===== src/rtl/mem_arb_pkg.sv =====
// Shared types for the memory port arbiter: FSM states, port owners, word geometry.
// Latency: none (declarations only).
// Backpressure: none (declarations only).
package mem_arb_pkg;

    typedef enum logic [1:0] {
        IDLE   = 2'd0,
        RBEAT  = 2'd1,
        RDRAIN = 2'd2,
        WBEAT  = 2'd3
    } state_e;

    typedef enum logic {
        OWN_IF = 1'b0,
        OWN_D  = 1'b1
    } owner_e;

    localparam int BYTES_PER_WORD = 4;
    localparam int BEAT_W         = $clog2(BYTES_PER_WORD);

endpackage


===== src/rtl/mem_beat_counter.sv =====
// Beat counter for one word transfer; drives the byte address as base plus beat with wrap.
// Latency: address is combinational from the registered beat; counter advances one per cycle.
// Backpressure: none; clear wins over advance, so an aborted transfer restarts at beat 0.
module mem_beat_counter
    import mem_arb_pkg::*;
#(
    parameter int ADDR_W = 32
) (
    input  logic              clk,
    input  logic              rst_n,
    input  logic              clear_i,
    input  logic              adv_i,
    input  logic [ADDR_W-1:0] base_i,
    output logic [BEAT_W-1:0] beat_o,
    output logic              last_o,
    output logic [ADDR_W-1:0] addr_o
);

    logic [BEAT_W-1:0] beat_q;

    // Beat index: cleared between transfers, stepped once per issued beat
    always_ff @(posedge clk or negedge rst_n) begin
        if (!rst_n) begin
            beat_q <= '0;
        end else if (clear_i) begin
            beat_q <= '0;
        end else if (adv_i) begin
            beat_q <= beat_q + 1'b1;
        end
    end

    assign beat_o = beat_q;
    assign last_o = (beat_q == BEAT_W'(BYTES_PER_WORD - 1));
    // Plain modular add: a base near the top of the address space rolls over to 0
    assign addr_o = base_i + ADDR_W'(beat_q);

endmodule


===== src/rtl/memory_port_arbiter.sv =====
// Shares one byte-wide memory port between fetch and load/store, moving each word as four beats.
// Latency: read request to response pulse 6 cycles, write request to d_done 5 cycles.
// Backpressure: requests are levels held until their pulse; contention resolved round-robin in IDLE.
module memory_port_arbiter
    import mem_arb_pkg::*;
#(
    parameter int ADDR_W = 32
) (
    input  logic              clk,
    input  logic              rst_n,
    input  logic              if_req,
    input  logic [ADDR_W-1:0] if_addr,
    input  logic              if_flush,
    output logic              if_valid,
    output logic [31:0]       if_data,
    input  logic              d_req,
    input  logic              d_we,
    input  logic [ADDR_W-1:0] d_addr,
    input  logic [31:0]       d_wdata,
    output logic              d_done,
    output logic [31:0]       d_rdata,
    output logic              mem_en,
    output logic              mem_we,
    output logic [ADDR_W-1:0] mem_addr,
    output logic [7:0]        mem_wdata,
    input  logic [7:0]        mem_rdata,
    output logic              busy
);

    state_e            state_q;
    owner_e            owner_q;
    owner_e            last_q;
    logic [ADDR_W-1:0] base_q;
    logic [31:0]       wdata_q;
    logic [31:0]       asm_q;
    logic              rd_pend_q;
    logic [BEAT_W-1:0] rd_lane_q;
    logic [31:0]       if_data_q;
    logic [31:0]       d_rdata_q;
    logic              if_valid_q;
    logic              d_done_q;

    logic [BEAT_W-1:0] beat;
    logic              last_beat;
    logic [ADDR_W-1:0] beat_addr;
    logic              in_beat;
    logic              if_pulse;
    logic              if_req_m;
    logic              d_req_m;
    logic              kill;
    logic              grant_vld;
    owner_e            grant_own;

    // A visible response pulse masks its own requester so a still-high req is not regranted
    assign if_pulse = if_valid_q & ~if_flush;
    assign if_req_m = if_req & ~if_pulse;
    assign d_req_m  = d_req & ~d_done_q;
    assign in_beat  = (state_q == RBEAT) || (state_q == WBEAT);
    // Flush only aborts fetch-owned reads; data transfers run to completion
    assign kill     = if_flush && (owner_q == OWN_IF) &&
                      ((state_q == RBEAT) || (state_q == RDRAIN));

    // Round-robin grant: on contention the owner not granted last wins
    always_comb begin
        grant_vld = if_req_m | d_req_m;
        grant_own = OWN_IF;
        if (if_req_m && d_req_m) begin
            grant_own = (last_q == OWN_IF) ? OWN_D : OWN_IF;
        end else if (d_req_m) begin
            grant_own = OWN_D;
        end
    end

    mem_beat_counter #(
        .ADDR_W (ADDR_W)
    ) u_beat (
        .clk     (clk),
        .rst_n   (rst_n),
        .clear_i ((state_q == IDLE) || kill),
        .adv_i   (in_beat),
        .base_i  (base_q),
        .beat_o  (beat),
        .last_o  (last_beat),
        .addr_o  (beat_addr)
    );

    // Transaction FSM with request capture, byte assembly and registered responses
    always_ff @(posedge clk or negedge rst_n) begin
        if (!rst_n) begin
            state_q    <= IDLE;
            owner_q    <= OWN_IF;
            last_q     <= OWN_IF;
            base_q     <= '0;
            wdata_q    <= '0;
            asm_q      <= '0;
            rd_pend_q  <= 1'b0;
            rd_lane_q  <= '0;
            if_data_q  <= '0;
            d_rdata_q  <= '0;
            if_valid_q <= 1'b0;
            d_done_q   <= 1'b0;
        end else begin
            if_valid_q <= 1'b0;
            d_done_q   <= 1'b0;
            // Read data arrives one cycle after issue, so remember which lane it belongs to
            rd_pend_q  <= (state_q == RBEAT) && !kill;
            rd_lane_q  <= beat;
            if (rd_pend_q && !kill) begin
                asm_q[8*rd_lane_q +: 8] <= mem_rdata;
            end
            case (state_q)
                IDLE: begin
                    if (grant_vld) begin
                        owner_q <= grant_own;
                        last_q  <= grant_own;
                        base_q  <= (grant_own == OWN_IF) ? if_addr : d_addr;
                        wdata_q <= d_wdata;
                        state_q <= ((grant_own == OWN_D) && d_we) ? WBEAT : RBEAT;
                    end
                end
                RBEAT: begin
                    if (kill) begin
                        state_q <= IDLE;
                    end else if (last_beat) begin
                        state_q <= RDRAIN;
                    end
                end
                RDRAIN: begin
                    state_q <= IDLE;
                    if (!kill) begin
                        // Byte 3 is on mem_rdata now; merge it straight into the response
                        if (owner_q == OWN_IF) begin
                            if_data_q  <= {mem_rdata, asm_q[23:0]};
                            if_valid_q <= 1'b1;
                        end else begin
                            d_rdata_q  <= {mem_rdata, asm_q[23:0]};
                            d_done_q   <= 1'b1;
                        end
                    end
                end
                WBEAT: begin
                    if (last_beat) begin
                        state_q  <= IDLE;
                        d_done_q <= 1'b1;
                    end
                end
                default: state_q <= IDLE;
            endcase
        end
    end

    assign mem_en    = in_beat;
    assign mem_we    = (state_q == WBEAT);
    assign mem_addr  = in_beat ? beat_addr : '0;
    assign mem_wdata = (state_q == WBEAT) ? wdata_q[8*beat +: 8] : 8'h00;
    assign if_valid  = if_pulse;
    assign if_data   = if_data_q;
    assign d_done    = d_done_q;
    assign d_rdata   = d_rdata_q;
    assign busy      = (state_q != IDLE);

endmodule

===== config.mk =====
export PLATFORM = sky130hd
export DESIGN_NAME = memory_port_arbiter
export DESIGN_NICKNAME = d
export VERILOG_FILES = /design/src/rtl/mem_arb_pkg.sv /design/src/rtl/mem_beat_counter.sv /design/src/rtl/memory_port_arbiter.sv
export SDC_FILE = /design/constraint.sdc
export NUM_CORES = 1
export LEC_CHECK = 0
export ABC_AREA = 0
export CORE_ASPECT_RATIO = 0.8
export CORE_MARGIN = 2
export CORE_UTILIZATION = 44
export CTS_CLUSTER_SIZE = 10
export DETAILED_ROUTE_END_ITERATION = 16
export PLACE_DENSITY = 0.78
export SLEW_MARGIN = 20
export SYNTH_ARGS = -nofsm -noshare
export SYNTH_HDL_FRONTEND = slang
export SYNTH_HIERARCHICAL = 1
export SYNTH_SLANG_ARGS = --single-unit

===== constraint.sdc =====
create_clock -name clk -period 2.6 [get_ports clk]
set_clock_uncertainty 0.2 [all_clocks]
set_input_delay 0.39 -clock clk [delete_from_list [all_inputs] [get_ports clk]]
set_output_delay 0.39 -clock clk [all_outputs]
set_load 0.02 [all_outputs]

==> results.json <==
{
  "wire_per_inst_um": 17.5,
  "hp-class": "reg2reg",
  "finalSetupViolations": 34,
  "fin_cells": 1155,
  "cts.sinks": 162,
  "clock_latency_ps": 410,
  "period_needed_ps": 3020,
  "grt_pass1_vias": 5929,
  "combPwrFrac": 0.514,
  "netlist_area_um2": 7680,
  "cpMostUsedCell": "buf_6",
  "use_met2": 0.338,
  "multi_input_area_um2": 3700,
  "hold_viol_final": 0,
  "placed_cell_area_um2": 10500,
  "grt_pass1_wl_um": 31200,
  "synth_cell_types": 42,
  "crit_fanout": 5,
  "total_leakage_power_nw": 5.20,
  "required_ps": 2010,
  "postLayoutCellArea_um2": 11600,
  "p_int_w": 0.00838,
  "ys_seq_area_frac": 0.528,
  "antenna_found_initial": 0,
  "p_sw_frac": 0.375,
  "initialDrtViolationCount": 322,
  "area_delta_synth_final_pct": 50.6,
  "fmax_ghz": 0.331,
  "design.die.area_um2": 18500,
  "slowest_stage": "dfrtp_1",
  "htreeDepth": 4,
  "use_met1": 0.310,
  "fin_ws_ps": -424,
  "clkPwrFrac": 0.192,
  "outcome": "finished, violations left",
  "synthAdderAreaFrac": 0.0222,
  "synth-async-reset-ratio": 1.00,
  "arrival_ps": 2430,
  "mostFrequentLayoutCells": "175 x clkdlybuf4s50_1, 162 x dfrtp_1, 93 x mux2_2",
  "grt_setup_unrepaired": "true",
  "fillers": 1317,
  "drive_gt1_frac": 0.334,
  "synth_ff_type": "dfrtp_1",
  "drc": 0,
  "avgSynthCellArea_um2": 12.1,
  "vias_per_cell": 5.11,
  "io_buffers": 218,
  "grt_max_degree": 62,
  "ys_warn_count": 6,
  "die_h_um": 122,
  "ios": 219,
  "dr.pass1.iters": 4,
  "critPathLaunchType": "flip-flop",
  "gp_congestion": 0.813,
  "seq_power_share": 0.294,
  "regArea_um2": 4050,
  "drv_slew": 0,
  "ir_worst_vdd_mv": 0.618,
  "grt_usage": 0.221,
  "dieWidth_um": 152,
  "hpwl_um": 13900,
  "syn_inst": 633,
  "fp-row-count": 43,
  "overflow": 0,
  "core_area_um2": 17200,
  "yosys_register_bits": 162,
  "worst_slew_pin_slew_ps": 570,
  "p_per_area_nw_per_um2": 1160,
  "clkTransAtPathRegs_ps": 60,
  "synth_mux_area_frac": 0.211,
  "place_inst": 1104,
  "start_util": 0.446,
  "antennaDiodeCount": 0,
  "clockBufferDepth": 2,
  "post-route-period-util": 1.16,
  "tritoncts": "yes",
  "setup_tns_ps": -9010,
  "slew_headroom": 0.620,
  "netSwitchingPower_w": 0.00503,
  "numCtsBuffers": 17,
  "utilization": 0.672,
  "synthesis.nets": 756,
  "grt-busiest-layer": "met2",
  "synth-edff-count": 0,
  "fin_nets": 1040,
  "worstPathCellList": "ha_4 -> a21oi_4 -> buf_6 -> nor4_4 -> buf_6 -> buf_6 -> nand4_1 -> xnor2_1 -> nor2b_2 -> buf_4",
  "synth_top_family_by_area": "multiplexers",
  "synth_xor_area_frac": 0.0353,
  "crit_path_end_kind": "output pin",
  "drt-total-wl_um": 20200,
  "violations": "setup timing",
  "synth_compound_area_frac": 0.0479,
  "synthSimpleGateAreaFrac": 0.128,
  "root_buffer": "clkbuf_16",
  "cpPeakStageDelay_ps": 430,
  "worstSetupPathType": "reg2out",
  "mostFrequentLayoutCell": "clkdlybuf4s50_1",
  "vias": 5903,
  "maxCapViolations": 0,
  "use_met3": 0.0745,
  "ant_nets": 0
}
## area by class of cell
cell class	instances	share of cell area
Timing Repair Buffer	293	0.248
Inverter	15	0.00487
Clock buffer	18	0.0380
Multi-Input combinational cell	428	0.320
Clock inverter	14	0.0147
Sequential cell	162	0.350
Tap cell	225	0.0243
## per-stage QoR
step | worst slack [ps] | hold WS, ps | power (W)
2_1_floorplan | 41.8 | -106 | 0.00757
4_1_cts | -437 | 293 | 0.0131
5_1_grt | -522 | 308 | 0.0142
6_report | -424 | 290 | 0.0134
3_5_place_dp | -390 | 209 | 0.0102
3_3_place_gp | -394 | 206 | 0.0101
## sequential cells by signal, summed over array words and instances, names as in the netlist
| name | flops |
|---|---|
| base_q | 32 |
| d_rdata | 32 |
| if_data | 32 |
| wdata_q | 32 |
| asm_q | 24 |
| rd_lane_q | 2 |
| state_q | 2 |
| u_beat/beat_o | 2 |
| d_done | 1 |
| if_valid_q | 1 |
| last_q | 1 |
| rd_pend_q | 1 |
## critical path, delay by kind of cell, from the launching register on
kind            cells  cell delay (ps)
xor+xnor            1              150
compound gates      1               60
fa+ha+maj           1              300
simple gates        3              520
flops               1              430
buf+inv             4              550
## cells by family (layout without fill, tap and decap cells)
kind of cell               Yosys count  in the layout
DFF                                162            162
xor gates and xnor gates            31             31
and+or+nand+nor                    182            182
muxes                              140            140
adders and majority gates           13             13
AOI/OAI and AO/OA                   62             62
buffers and inverters               43            340
## cells in the mapped netlist (11+ instances only)
cell,n,area share
a21oi_1,34,0.022
ha_1,12,0.020
nand4_1,12,0.0098
inv_1,15,0.0073
mux2_2,93,0.14
nor2b_1,36,0.029
dfrtp_1,162,0.53
and2_1,11,0.0090
buf_2,16,0.010
o21ai_0,16,0.010
mux2i_1,34,0.044
nor2_1,41,0.020
xnor2_1,26,0.030
nand2_1,49,0.024
nand3_1,15,0.0098
## power by group through the flow
stage | registers, W | logic [W] | clock network [W]
floorplan | 0.00422 | 0.00334 | 0
global placement | 0.00392 | 0.00618 | 0
detailed placement | 0.00396 | 0.00626 | 0
CTS | 0.00393 | 0.00652 | 0.00264
global route | 0.00405 | 0.00739 | 0.00275
finish | 0.00394 | 0.00689 | 0.00258
## path summary, 6_finish.rpt
kind                               endpoint  slack [ps]  cells after the start         start
max in group asynchronous  u_beat/beat_o[1]        1140                      3         rst_n
setup / recovery               mem_addr[29]        -420                     10     base_q[1]
setup reg to reg                  asm_q[15]         340                      7  rd_lane_q[0]
hold / removal                   wdata_q[8]         290                      1    wdata_q[8]
hold reg to reg                  wdata_q[8]         290                      1    wdata_q[8]
min in group asynchronous       if_data[14]         310                      2         rst_n
## repair_timing
action                                  4_1_cts  5_1_grt
hold endpoints to repair                     57        0
gates resized for setup                     218       60
buffers inserted                              9        7
hold buffers                                  1        0
pin swaps                                    14       23
cloned                                        3        1
endpoints found under the setup margin       41       41
## metal layers
metal	vias to the layer above	part of all wire
li1	2772	-
met1	2927	0.45
met2	186	0.47
met3	18	0.074
met4	0	0.012
met5	-	0
Power figures use the tool's default switching activity.
